===== src/rtl/sniffer_pkg.sv =====
// Shared definitions for the data sniffer pipeline: ASCII constants and the
// number token parser state encoding.
package sniffer_pkg;

  localparam logic [7:0] ASCII_ZERO  = 8'h30;
  localparam logic [7:0] ASCII_MINUS = 8'h2D;

  typedef enum logic [1:0] {
    IDLE  = 2'd0,
    ACCUM = 2'd1,
    SIGN  = 2'd2
  } parser_state_t;

endpackage


===== src/rtl/digit_accum.sv =====
// Combinational decimal multiply-accumulate step: acc*10 + digit, clamped to
// all ones with a sticky overflow flag once the result no longer fits.
module digit_accum #(
  parameter int VALUE_W = 32
) (
  input  logic [VALUE_W-1:0] acc,
  input  logic [3:0]         digit,
  input  logic               overflow_in,
  output logic [VALUE_W-1:0] next_acc,
  output logic               overflow_out
);

  localparam int WIDE_W = VALUE_W + 4;

  logic [WIDE_W-1:0] wide_acc;
  logic [WIDE_W-1:0] product;

  // Four guard bits always hold acc*10+9, so the carry-out test is exact.
  assign wide_acc     = WIDE_W'(acc);
  assign product      = (wide_acc << 3) + (wide_acc << 1) + WIDE_W'(digit);
  assign overflow_out = overflow_in | (|product[WIDE_W-1:VALUE_W]);
  assign next_acc     = overflow_out ? '1 : product[VALUE_W-1:0];

endmodule


===== src/rtl/number_token_parser.sv =====
// Groups consecutive ASCII digits into tokens and emits their binary value.
// Optional signed-token support is enabled by defining NUMBER_TOKEN_SIGN_EN.
module number_token_parser
  import sniffer_pkg::*;
#(
  parameter int VALUE_W = 32,
  parameter int CNT_W   = 16
) (
  input  logic               clk,
  input  logic               rst,
  input  logic               enable,
  input  logic [7:0]         data_in,
  input  logic               is_number_in,
  input  logic               is_white_in,
  input  logic               flush_in,
  output logic [VALUE_W-1:0] value_out,
  output logic               negative_out,
  output logic               overflow_out,
  output logic [4:0]         digits_out,
  output logic               valid_out,
  output logic [CNT_W-1:0]   token_count_out
);

  parser_state_t      state, state_n;
  logic [VALUE_W-1:0] acc, acc_n, mac_acc, emit_acc;
  logic [4:0]         digits, digits_n, digits_inc, emit_digits;
  logic               ovf, ovf_n, mac_ovf, emit_ovf, emit;
  logic [3:0]         digit;
  logic               is_digit;
  logic               unused_white;

  // Any non-digit terminates a token, so the whitespace flag carries no weight.
  assign unused_white = is_white_in;
  assign digit        = 4'(data_in - ASCII_ZERO);
  assign is_digit     = enable & is_number_in;
  assign digits_inc   = (digits == 5'd31) ? digits : digits + 5'd1;

`ifdef NUMBER_TOKEN_SIGN_EN
  logic neg, neg_n, emit_neg, is_minus;
  assign is_minus = enable & (data_in == ASCII_MINUS);
`endif

  digit_accum #(.VALUE_W(VALUE_W)) u_digit_accum (
    .acc          (acc),
    .digit        (digit),
    .overflow_in  (ovf),
    .next_acc     (mac_acc),
    .overflow_out (mac_ovf)
  );

  always_comb begin
    // NOTE: every output of this block gets a default first so no latch is inferred.
    state_n     = state;
    acc_n       = acc;
    digits_n    = digits;
    ovf_n       = ovf;
    emit        = 1'b0;
    emit_acc    = acc;
    emit_digits = digits;
    emit_ovf    = ovf;
`ifdef NUMBER_TOKEN_SIGN_EN
    neg_n       = neg;
    emit_neg    = neg;
`endif
    case (state)
      IDLE: begin
        if (is_digit) begin
          state_n  = ACCUM;
          acc_n    = VALUE_W'(digit);
          digits_n = 5'd1;
          ovf_n    = 1'b0;
`ifdef NUMBER_TOKEN_SIGN_EN
          neg_n    = 1'b0;
        end else if (is_minus) begin
          state_n  = SIGN;
`endif
        end
      end
      ACCUM: begin
        if (is_digit) begin
          acc_n    = mac_acc;
          ovf_n    = mac_ovf;
          digits_n = digits_inc;
        end
        // A digit arriving with flush is folded in above before the token closes.
        if (flush_in || (enable && !is_number_in)) begin
          emit        = 1'b1;
          emit_acc    = acc_n;
          emit_digits = digits_n;
          emit_ovf    = ovf_n;
          state_n     = IDLE;
          acc_n       = '0;
          digits_n    = '0;
          ovf_n       = 1'b0;
`ifdef NUMBER_TOKEN_SIGN_EN
          neg_n       = 1'b0;
          if (is_minus && !flush_in) state_n = SIGN;
`endif
        end
      end
`ifdef NUMBER_TOKEN_SIGN_EN
      SIGN: begin
        if (flush_in) begin
          state_n = IDLE;
        end else if (is_digit) begin
          state_n  = ACCUM;
          acc_n    = VALUE_W'(digit);
          digits_n = 5'd1;
          ovf_n    = 1'b0;
          neg_n    = 1'b1;
        end else if (enable && !is_minus) begin
          state_n = IDLE;
        end
      end
`endif
      default: state_n = IDLE;
    endcase
  end

  // NOTE: sequential state uses non-blocking assignments; reset is synchronous.
  always_ff @(posedge clk) begin
    if (rst) begin
      state           <= IDLE;
      acc             <= '0;
      digits          <= '0;
      ovf             <= 1'b0;
      value_out       <= '0;
      overflow_out    <= 1'b0;
      digits_out      <= '0;
      valid_out       <= 1'b0;
      token_count_out <= '0;
    end else begin
      state     <= state_n;
      acc       <= acc_n;
      digits    <= digits_n;
      ovf       <= ovf_n;
      valid_out <= emit;
      if (emit) begin
        value_out    <= emit_acc;
        overflow_out <= emit_ovf;
        digits_out   <= emit_digits;
        if (token_count_out != '1) token_count_out <= token_count_out + CNT_W'(1);
      end
    end
  end

`ifdef NUMBER_TOKEN_SIGN_EN
  always_ff @(posedge clk) begin
    if (rst) begin
      neg          <= 1'b0;
      negative_out <= 1'b0;
    end else begin
      neg <= neg_n;
      if (emit) negative_out <= emit_neg;
    end
  end
`else
  assign negative_out = 1'b0;
`endif

endmodule


===== config.mk =====
export PLATFORM = sky130hd
export DESIGN_NAME = number_token_parser
export DESIGN_NICKNAME = d
export VERILOG_FILES = /design/src/rtl/sniffer_pkg.sv /design/src/rtl/digit_accum.sv /design/src/rtl/number_token_parser.sv
export SDC_FILE = /design/constraint.sdc
export NUM_CORES = 1
export LEC_CHECK = 0
export ABC_AREA = 1
export CAP_MARGIN = 20
export CORE_UTILIZATION = 50
export CTS_BUF_LIST = sky130_fd_sc_hd__clkbuf_16
export CTS_CLUSTER_DIAMETER = 150
export DETAILED_ROUTE_END_ITERATION = 6
export PLACE_DENSITY = 0.81
export SKIP_LAST_GASP = 1
export SLEW_MARGIN = 10
export SYNTH_ARGS = -nofsm -noshare
export SYNTH_HDL_FRONTEND = slang
export SYNTH_SLANG_ARGS = --single-unit

===== constraint.sdc =====
create_clock -name clk -period 7.6 [get_ports clk]
set_input_delay 0.76 -clock clk [delete_from_list [all_inputs] [get_ports clk]]
set_output_delay 0.76 -clock clk [all_outputs]
set_load 0.01 [all_outputs]

**Yosys cells after proc, flatten, opt, wreduce, memory -nomap -nowiden**

Cells that the tools add are included.
Widths: inputs -> output; s select.

- Add/subtract/negate cells: 5
- $mul: 0
- Div/mod/pow operators: 0
- Order comparisons: 0
- Eq/ne operators: 5
- Shift-type cells: 0
- Multiplexer cells: 25
- Bitwise operators: 2
- Reduce and logical (&&, ||, !) cells: 9

Operator list:

| operator | count |
|---|---|
| $mux 32 | 6 |
| $pmux 32 s2 | 1 |
| $add 35x33->36 | 1 |
| $add 36x4->36 | 1 |
| $mux 5 | 6 |
| $add 16x1->16 const B | 1 |
| $ne 16x16->1 const B | 1 |
| $pmux 5 s2 | 1 |
| $mux 1 | 7 |
| $reduce_and 2->1 | 3 |
| $add 5x1->5 const B | 1 |
| $eq 5x5->1 const B | 1 |
| $mux 2 | 2 |
| $ne 2x2->1 const B | 2 |
| $pmux 2 s2 | 1 |
| $reduce_or 4->1 | 1 |
| $sub 4x1->4 const B | 1 |
| $eq 2x1->1 const B | 1 |
| $logic_not 2->1 | 1 |
| $pmux 1 s2 | 1 |
| $reduce_bool 2->1 | 1 |
| $and 1x1->1 | 1 |
| $logic_and 1x1->1 | 1 |
| $logic_not 1->1 | 1 |
| 2 further kinds | 2 |

- Flip-flop bits (word level): 95
- Bits in latches: 0
- Bits in writable memories: 0
- Memory bits (read-only): 0
- Input bits: 14
- Logic and storage cells: 55
- Memories kept: 0

**Longest topological paths before layout**

Gate-level depths: netlist (run 1).

- Word-level depth: 8
- Mapped depth: 22
- Mapped depth without buffers: 21

**Cells and area by module**

Synthesis (run 1) repeated with hierarchy kept, for this count alone.

- Cell total of the unflattened synthesis: 1166
- Area, all modules: 7526.0 µm²

By module, submodules not included:

| module | times used | cells each | area an instance (µm²) |
|---|---|---|---|
| number_token_parser | 1 | 563 | 4227.8 |
| digit_accum | 1 | 603 | 3298.2 |

**Least setup slack after synthesis (run 1)**

Ideal clock, no wire load.

- Path type: input port to flip-flop
- Start point: input port data_in[3]
- End point: register value_out[11]
- Library setup time: 0.117 ns
- Arrival time: 3.237 ns
- Required time: 7.483 ns
- Setup slack: 4.247 ns
- Cell stages on the path: 20
- Path through: fa_1 -> inv_1 -> fa_1 -> inv_1 -> nand2_1 -> nand2_1 -> nand3_2 -> nand2_2 -> nand2_1 -> nand2_2 -> nand2_1 -> nand3_1 -> nand2_2 -> nor2_8 -> nand2_4 -> nor2_8 -> buf_12 -> nand2_4 -> o211ai_2 -> nand2_2

- Cells in the longest elaborated chain, start to end: 8

Ends and longest elaborated chain:

| what | line | RTL |
|---|---|---|
| start, declared | number_token_parser.sv:12 | `input logic [7:0] data_in,` |
| $sub 4x1->4 * | number_token_parser.sv:34 | `assign digit = 4'(data_in - ASCII_ZERO);` |
| $add 36x4->36 * | digit_accum.sv:20 | `assign product = (wide_acc << 3) + (wide_acc << 1) + WIDE_W'(digit);` |
| $reduce_or 4->1 | digit_accum.sv:21 | `assign overflow_out = overflow_in \| (\|product[WIDE_W-1:VALUE_W]);` |
| $or 1x1->1 | digit_accum.sv:21 |  |
| $mux 32 * | digit_accum.sv:22 | `assign next_acc = overflow_out ? '1 : product[VALUE_W-1:0];` |
| $mux 32 * | number_token_parser.sv:80 | `if (is_digit) begin` |
| $mux 32 * | number_token_parser.sv:86 | `if (flush_in \|\| (enable && !is_number_in)) begin` |
| $mux 32 * | number_token_parser.sv:65 | `case (state)` |
| end signal, assigned | number_token_parser.sv:139 | `value_out <= emit_acc;` |
| end, declared | number_token_parser.sv:16 | `output logic [VALUE_W-1:0] value_out,` |

Every way passes the cells marked *; elsewhere a longest branch is shown, timed or not.
A chain may end at the register's enable or synchronous reset.

**Worst setup path after layout (run 1)**

- Start point: input port data_in[3]
- End point: register value_out[6]

Same word-level chain as after synthesis.

==> results of run 1 <==
==> cells by family after synthesis <==
group           synth area share, %
compound gates                 15.3
xor+xnor                       3.13
fa+ha+maj                      11.7
buf+inv                        8.81
flops                          25.9
other cells                  0.0516
simple gates                   35.1
==> flip-flops by register name, summed over array words and instances (netlist names) <==
| signal | cells |
|---|---|
| acc | 32 |
| digits | 5 |
| digits_out | 5 |
| overflow_out | 1 |
| ovf | 1 |
| state | 1 |
| token_count_out | 16 |
| valid_out | 1 |
| value_out | 32 |
==> synth_stat cells (all sizes together), types with 11 or more instances <==
master / number
nor2: 108
xor2: 11
xnor2: 15
dfxtp: 94
o211ai: 24
nand3: 45
ha: 65
clkbuf: 25
nor3: 15
nand2: 342
inv: 128
nand4: 13
a21oi: 47
o21ai: 74
==> power by group through the flow <==
stage               clock network, W  logic [W]  registers (W)
detailed placement                 0   0.000161       0.000525
global placement                   0   0.000158       0.000525
finish                      0.000470   0.000163       0.000514
global route                0.000492   0.000183       0.000515
floorplan                          0   0.000119       0.000526
CTS                         0.000477   0.000164       0.000514
==> worst max-delay path, stage by stage <==
cell             delay (ns)
clkdlybuf4s50_1        0.45
fa_1                   0.58
inv_1                  0.07
fa_1                   0.46
inv_1                  0.07
nand2_1                0.04
nand2_1                0.13
nand3_2                0.08
nand2_2                0.10
nand2_1                0.07
nand2_2                0.12
nand2_1                0.09
nand3_1                0.11
nand2_2                0.09
nor2_8                 0.17
nand2_4                0.11
nor2_8                 0.62
nand2_1                0.15
o211ai_1               0.13
nand2_1                0.07
==> metrics by stage <==
step / hold WS [ns] / cells / instance area (µm²)
2_1_floorplan: 0.467 / 1054 / 7270
3_3_place_gp: 0.438 / 1273 / 8030
3_5_place_dp: 0.440 / 1273 / 8030
4_1_cts: 0.455 / 1289 / 8330
5_1_grt: 0.473 / 1289 / 8330
6_report: 0.450 / 1289 / 8330
==> cell type report <==
cell class                 instances  area share (%)
sequential                        94            22.6
timing repair buffer              70            8.20
clock buffer                       9            2.70
tap                              180            2.70
multi-input combinational        800            57.0
clock inverter                     7           0.961
inverter                         129            5.81
==> how the worst max path moves through the flow <==
stage | depth (start not counted) | slack [ns] | to | start
detailed placement | 20 | 3.00 | value_out[6] | data_in[3]
finish | 20 | 3.34 | value_out[6] | data_in[3]
global route | 20 | 3.01 | value_out[6] | data_in[3]
floorplan | 20 | 4.25 | value_out[11] | data_in[3]
global placement | 20 | 3.04 | value_out[4] | data_in[3]
CTS | 20 | 3.35 | value_out[6] | data_in[3]
==> metal layers <==
layer	global-route usage, %	up-vias	part of all wire [%]
met5	0	-	0
met4	8.46	0	2.0
met3	3.49	30	3.6
met2	40.4	142	47
met1	31.2	3099	48
li1	-	3506	-
==> results.cfg, run 1 <==
[floorplanning]
die_height_um = 123
ios = 70
core_area_um2 = 14000
start_util_pct = 51.8
die_area_um2 = 15000
rows = 43
die_w_um = 123

[setup_path]
worstSetupStartpointType = primary input
reg2reg_depth = 19
cp-end-kind = flip-flop
cp.required_ns = 7.84
reg2reg_slack_ns = 3.89
worstPathMaxFanout = 23
cp.arrival_ns = 4.50
timing.rr.start = acc[0]
r2r-end = value_out[6]
path_class = in -> reg

[synthesis]
synth-edff-count = 0
yosysTopAreaCellShare_pct = 25.9
synthesis.area_um2 = 7270
ys_types = 49
syn_area_per_cell_um2 = 6.90
yosys_warnings = 0
yosysSeqAreaShare_pct = 25.9
synth-seq-cells = 94
yosys-top-cells-area = dfxtp_1 (26%), nand2_1 (15%), ha_1 (11%)
synth_cells = 1054
syn_nets = 1135
synth_area_leader_cell = dfxtp_1
synthArstFlopShare_pct = 0
synth_flop_cell = dfxtp_1

[drt]
firstDrtPassIters = 5
vias_per_cell = 5.26
num_vias = 6777
wirelength_um = 16600
drc = 0
ant_nets = 0
drt_iter0_markers = 406
wl_per_cell_um = 12.9

[pwr]
p_comb_share_pct = 14.2
p_sw_w = 0.000322
p_int_w = 0.000825
p_leak_nw = 3.88
p_sw_share_pct = 28.1
vdd_drop_max_mv = 0.136
p_seq_share_pct = 44.8
power_density_nw_per_um2 = 138
clockPowerShare_pct = 41.0
p_total_w = 0.00115

[cells_and_area]
fin_nets = 1185
antenna_cells = 0
fin_util_pct = 59.3
fillerInstances = 1275
layout-drive-gt1-share_pct = 14.1
syn_to_final_growth_pct = 14.6
seqCellArea_um2 = 1880
layout_commonest_cell = nand2_1
layout_common_cells = nand2_1 (285), inv_1 (118), nor2_1 (96), dfxtp_1 (94), ha_1 (65)
multi_input_area_um2 = 4750

[placed_design]
dp_hpwl_um = 12300
port_buffers = 63
gp_congestion = 0.935
place_ws_ns = 3.00

[timing]
worst_pin_slew_ns = 0.892
maxSlewViolCount = 0
final.setup.tns_ns = 0
timing.fmax_ghz = 0.235
rsz0062_at_grt = no
timing.slew.headroom_pct = 40.6
period_share_pct = 56.0
setup_viol = 0
setup_ws_ns = 3.34
hold_viol_final = 0
fin_crit_ns = 4.26
clock_skew_ns = 0.00653

[cts]
clk_latency_ns = 0.36
clk_pin_slew_ns = 0.07
post_cts_resized = 0
htreeDepth = 3
hold_buffers = 0
numClockSinks = 94
root_buffer = clkbuf_16
cts_buffers = 9
cts_setup_buffers = 0
cts_tree = built
cts.path.max_buffers = 2

[grt]
grt_pass1_vias = 6526
grt_max_degree = 70
grt_antenna_before_repair = 0
overflow = 0
track_usage_pct = 24.1
grt_pass1_wl_um = 29200

[hold_path]
hold_class = reg -> reg
worstHoldStart = value_out[12]
worstHoldEndpoint = value_out[12]
min_path_cells = 2

[run]
maxCapViolCount = 0

[run_status]
status = finished clean
Power figures use the tool's default switching activity.
==> inputs of run 2 (changes only) <==
--- a/config.mk
+++ b/config.mk
@@ -11,7 +11,7 @@
 export CTS_BUF_LIST = sky130_fd_sc_hd__clkbuf_16
 export CTS_CLUSTER_DIAMETER = 150
 export DETAILED_ROUTE_END_ITERATION = 6
-export PLACE_DENSITY = 0.81
+export PLACE_DENSITY = 0.84
 export SKIP_LAST_GASP = 1
 export SLEW_MARGIN = 10
 export SYNTH_ARGS = -nofsm -noshare
==> constraint.sdc (replaced) <==
create_clock -name clk -period 3.9 [get_ports clk]
set_input_delay 0.39 -clock clk [delete_from_list [all_inputs] [get_ports clk]]
set_output_delay 0.39 -clock clk [all_outputs]
set_load 0.01 [all_outputs]
==> run 2 against run 1 <==
  * Utilization rose by 0.18 points
  * Sequential share of layout area shrank 0.068 points
  * Power increased by 90%
  * Non-clock buffer count is 4 higher
  * Combinational power rose by 100%
  * Flip-flop and latch count unchanged
  * Count of clock-buffer cells in the layout unchanged
==> results.cfg, run 2 (synthesis results as in run 1) <==
[timing]
rsz0062_at_grt = no
maxSlewViolCount = 0
final.setup.tns_ns = 0
timing.fmax_ghz = 0.295
period_share_pct = 86.9
timing.slew.headroom_pct = 43.5
setup_viol = 0
hold_viol_final = 0
clock_skew_ns = 0.00938
worst_pin_slew_ns = 0.848
fin_crit_ns = 3.39

[floorplanning]
die_height_um = 123
core_area_um2 = 14000
ios = 70
start_util_pct = 51.8
die_w_um = 123
rows = 43
die_area_um2 = 15000

[cts]
cts_buffers = 9
cts_setup_buffers = 0
root_buffer = clkbuf_16
htreeDepth = 3
post_cts_resized = 0
clk_pin_slew_ns = 0.07
numClockSinks = 94
cts_tree = built
hold_buffers = 0
cts.path.max_buffers = 2
clk_latency_ns = 0.36

[setup_path]
worstSetupStartpointType = primary input
cp-end-kind = flip-flop
path_class = in -> reg
crit_top_cell = nand2_1
cp.required_ns = 4.15
cp_slowest_cell = fa_1
worstPathCellList = clkdlybuf4s50_1 > fa_1 > inv_1 > fa_1 > inv_1 > nand2_1 > nand2_1 > nand3_2 > nand2_2 > nand2_1 > nand2_2 > nand2_1 > nand3_1 > nand2_2 > nor2_8 > nand2_4 > nor2_8 > buf_12 > nand2_4 > o21ai_1 > nor2_1
cpPeakStageDelay_ns = 0.59
cp.arrival_ns = 3.63
worstPathMaxFanout = 13
cp_top_family = simple AND/OR/NAND/NOR gates
cp_num_buf_inv = 4

[drt]
firstDrtPassIters = 4
ant_nets = 0
wirelength_um = 17200
num_vias = 6888
wl_per_cell_um = 13.3
drc = 0
vias_per_cell = 5.33
drt_iter0_markers = 608

[grt]
grt_pass1_wl_um = 29600
track_usage_pct = 24.7
grt_antenna_before_repair = 0
grt_pass1_vias = 6440
grt_max_degree = 69
overflow = 0

[pwr]
vdd_drop_max_mv = 0.186
p_total_w = 0.00218
power_density_nw_per_um2 = 261
p_leak_nw = 3.90

[cells_and_area]
layout_commonest_cell = nand2_1
layout-drive-gt1-share_pct = 14.2
layout_common_cells = nand2_1 (285), inv_1 (120), nor2_1 (96), dfxtp_1 (94), ha_1 (65)
antenna_cells = 0
fin_area_um2 = 8360
syn_to_final_growth_pct = 15.0
largestRegisters = acc x32, value_out x32, token_count_out x16
fin_nets = 1189

[run_status]
status = finished clean

[hold_path]
hold_class = reg -> reg

[placed_design]
port_buffers = 63
gp_congestion = 0.909
place_area_um2 = 8080
dp_hpwl_um = 12700

[run]
maxCapViolCount = 0
[run 2: worst register-to-register path, delay by kind of cell (launching register included)]
kind / cells / cell delay, ns
and+or+nand+nor: 14 / 1.31
adders and majority gates: 2 / 1.02
DFF: 1 / 0.36
buffers and inverters: 3 / 0.35
AOI/OAI and AO/OA: 1 / 0.08
[run 2: layout make-up]
type | instances | area, µm²
Inverter | 129 | 484
Tap cell | 180 | 225
Sequential cell | 94 | 1880
Clock inverter | 7 | 50.0
Timing Repair Buffer | 74 | 738
Fill cell | 1279 | 5690
Clock buffer | 9 | 225
Multi-Input combinational cell | 800 | 4750
[run 2: layer usage]
layer  share of wire [%]  vias to the layer above  routed length, µm  track usage (%)
met5                   0                        -                  0                0
met4                 1.6                        0                271             8.84
met3                 5.0                       19                856             3.30
met2                  47                      182               8100             41.4
met1                  46                     3163               8020             32.4
li1                    -                     3524                  -                -
[run 2: power by group]
| group | internal, W | leakage [nW] | switching, W | total [W] |
|---|---|---|---|---|
| registers | 0.000981 | 0.760 | 0.0000215 | 0.00100 |
| logic | 0.000124 | 3.00 | 0.000204 | 0.000328 |
| clock network | 0.000435 | 0.139 | 0.000418 | 0.000853 |
[run 2: per-stage QoR]
stage | worst slack [ns] | utilization (%) | instances | hold WS [ns]
3_5_place_dp | 0.154 | 57.5 | 1277 | 0.440
2_1_floorplan | 0.917 | - | 1054 | 0.467
3_3_place_gp | 0.213 | 57.5 | 1277 | 0.438
4_1_cts | 0.531 | 59.5 | 1293 | 0.457
6_report | 0.512 | 59.5 | 1293 | 0.453
5_1_grt | 0.312 | 59.5 | 1293 | 0.470
[run 2: worst paths after layout]
path                              startpoint            to  slack, ns  cells after the start
worst max-delay path              data_in[3]       acc[19]       0.51                     21
worst min-delay path            value_out[2]  value_out[2]       0.45                      2
worst max register to register        acc[0]       acc[19]       0.67                     20
worst min register to register  value_out[2]  value_out[2]       0.45                      2
==> inputs of run 3 (changes only) <==
--- a/config.mk
+++ b/config.mk
@@ -11,7 +11,7 @@
 export CTS_BUF_LIST = sky130_fd_sc_hd__clkbuf_16
 export CTS_CLUSTER_DIAMETER = 150
 export DETAILED_ROUTE_END_ITERATION = 6
-export PLACE_DENSITY = 0.84
+export PLACE_DENSITY = 0.85
 export SKIP_LAST_GASP = 1
 export SLEW_MARGIN = 10
 export SYNTH_ARGS = -nofsm -noshare
==> run 3 against run 2 <==
  * Clock power is essentially flat
  * Non-clock buffer count grew 1
  * Count of clock-buffer cells in the layout is the same
  * Wire length grew 0.85%
  * Sequential power is essentially flat
  * Setup slack gained 0.011 ns
  * Design area grew 0.27%
  * Utilization grew 0.16 points
  * Largest power group unchanged
  * Hold slack lost 0.0015 ns
  * Critical path depth is the same
  * Power is essentially flat
  * Flip-flop and latch count is the same
==> results.cfg, run 3 (synthesis results as in run 1) <==
[run_status]
status = finished clean

[setup_path]
cp-end-kind = flip-flop
worstSetupStartpointType = primary input
path_class = in -> reg
cp.arrival_ns = 3.63
cp.required_ns = 4.15
worstPathMaxFanout = 13

[pwr]
p_seq_share_pct = 45.9
power_density_nw_per_um2 = 261
vdd_drop_max_mv = 0.230
p_leak_nw = 3.90
p_int_w = 0.00155
p_sw_w = 0.000637
clockPowerShare_pct = 39.0
p_sw_share_pct = 29.2
p_comb_share_pct = 15.1

[placed_design]
gp_congestion = 0.910
port_buffers = 63
dp_hpwl_um = 12900
place_ws_ns = 0.159

[drt]
num_vias = 6882
vias_per_cell = 5.32
firstDrtPassIters = 5
wl_per_cell_um = 13.4
ant_nets = 0
drt_iter0_markers = 404
drc = 0
wirelength_um = 17400

[cts]
post_cts_resized = 0
cts_buffers = 9
cts_tree = built
root_buffer = clkbuf_16
cts.path.max_buffers = 2
htreeDepth = 3
numClockSinks = 94
cts_setup_buffers = 0
hold_buffers = 0
clk_pin_slew_ns = 0.07
clk_latency_ns = 0.36

[timing]
rsz0062_at_grt = no
worst_pin_slew_ns = 0.841
hold_viol_final = 0
timing.slew.headroom_pct = 43.9
timing.fmax_ghz = 0.296
period_share_pct = 86.6
final.setup.tns_ns = 0
fin_crit_ns = 3.38
clock_skew_ns = 0.00809
setup_ws_ns = 0.522
setup_viol = 0
maxSlewViolCount = 0

[grt]
grt_pass1_wl_um = 29400
grt_antenna_before_repair = 0
grt_pass1_vias = 6572
track_usage_pct = 24.5
grt_max_degree = 69
overflow = 0

[floorplanning]
core_area_um2 = 14000
die_w_um = 123
ios = 70
die_height_um = 123
die_area_um2 = 15000
rows = 43
start_util_pct = 51.8

[cells_and_area]
antenna_cells = 0
layout-drive-gt1-share_pct = 14.5
fin_nets = 1190
largestRegisters = acc x32, value_out x32, token_count_out x16
layout_commonest_cell = nand2_1
layout_common_cells = nand2_1 (285), inv_1 (118), nor2_1 (96), dfxtp_1 (94), ha_1 (65)
syn_to_final_growth_pct = 15.3

[hold_path]
hold_class = reg -> reg

[run]
maxCapViolCount = 0
run 3: cell type report:
cell class              count  area [µm²]
multi-input cells         800        4750
inverters                 129         484
well taps                 180         225
flip-flops and latches     94        1880
clock inverters             7        52.6
clock buffers               9         225
repair buffers             75         758
fillers                  1287        5660
run 3: stage by stage:
stage                     instance area, µm²  utilization [%]  std cells  power [W]  hold WS (ns)
final                                   8380             59.7       1294    0.00218         0.452
after global routing                    8380             59.7       1294    0.00227         0.471
after CTS                               8380             59.7       1294    0.00219         0.455
after detailed placement                8100             57.7       1278    0.00135         0.439
after global placement                  8100             57.7       1278    0.00134         0.438
after floorplan                         7270                -       1054    0.00126         0.467
run 3: path summary, 6_finish.rpt:
check	start	end	slack, ns	cells past startpoint
setup / recovery	data_in[3]	acc[18]	0.52	21
hold / removal	value_out[2]	value_out[2]	0.45	2
setup reg to reg	acc[0]	acc[18]	0.70	20
hold reg to reg	value_out[2]	value_out[2]	0.45	2
run 3: critical path, cell delays in order:
cell,delay (ns)
clkdlybuf4s50_1,0.46
fa_1,0.58
inv_1,0.06
fa_1,0.46
inv_1,0.07
nand2_1,0.04
nand2_1,0.12
nand3_2,0.08
nand2_2,0.09
nand2_1,0.07
nand2_2,0.12
nand2_1,0.10
nand3_1,0.11
nand2_2,0.10
nor2_8,0.10
nand2_4,0.09
nor2_8,0.15
buf_12,0.21
nand2_4,0.06
o21ai_1,0.08
nor2_1,0.06
run 3: power groups by stage:
stage               clock network, W  registers (W)  logic (W)
floorplan                          0        0.00102   0.000232
global placement                   0        0.00102   0.000314
detailed placement                 0        0.00102   0.000326
CTS                         0.000864        0.00100   0.000328
global route                0.000900        0.00101   0.000362
finish                      0.000850        0.00100   0.000330
run 3: layer usage:
metal	GRT usage, %	share of wire [%]	up-vias
met1	30.6	46	3160
met5	0	0	-
li1	-	-	3521
met4	7.85	2.1	0
met3	4.55	4.5	30
met2	42.2	48	171
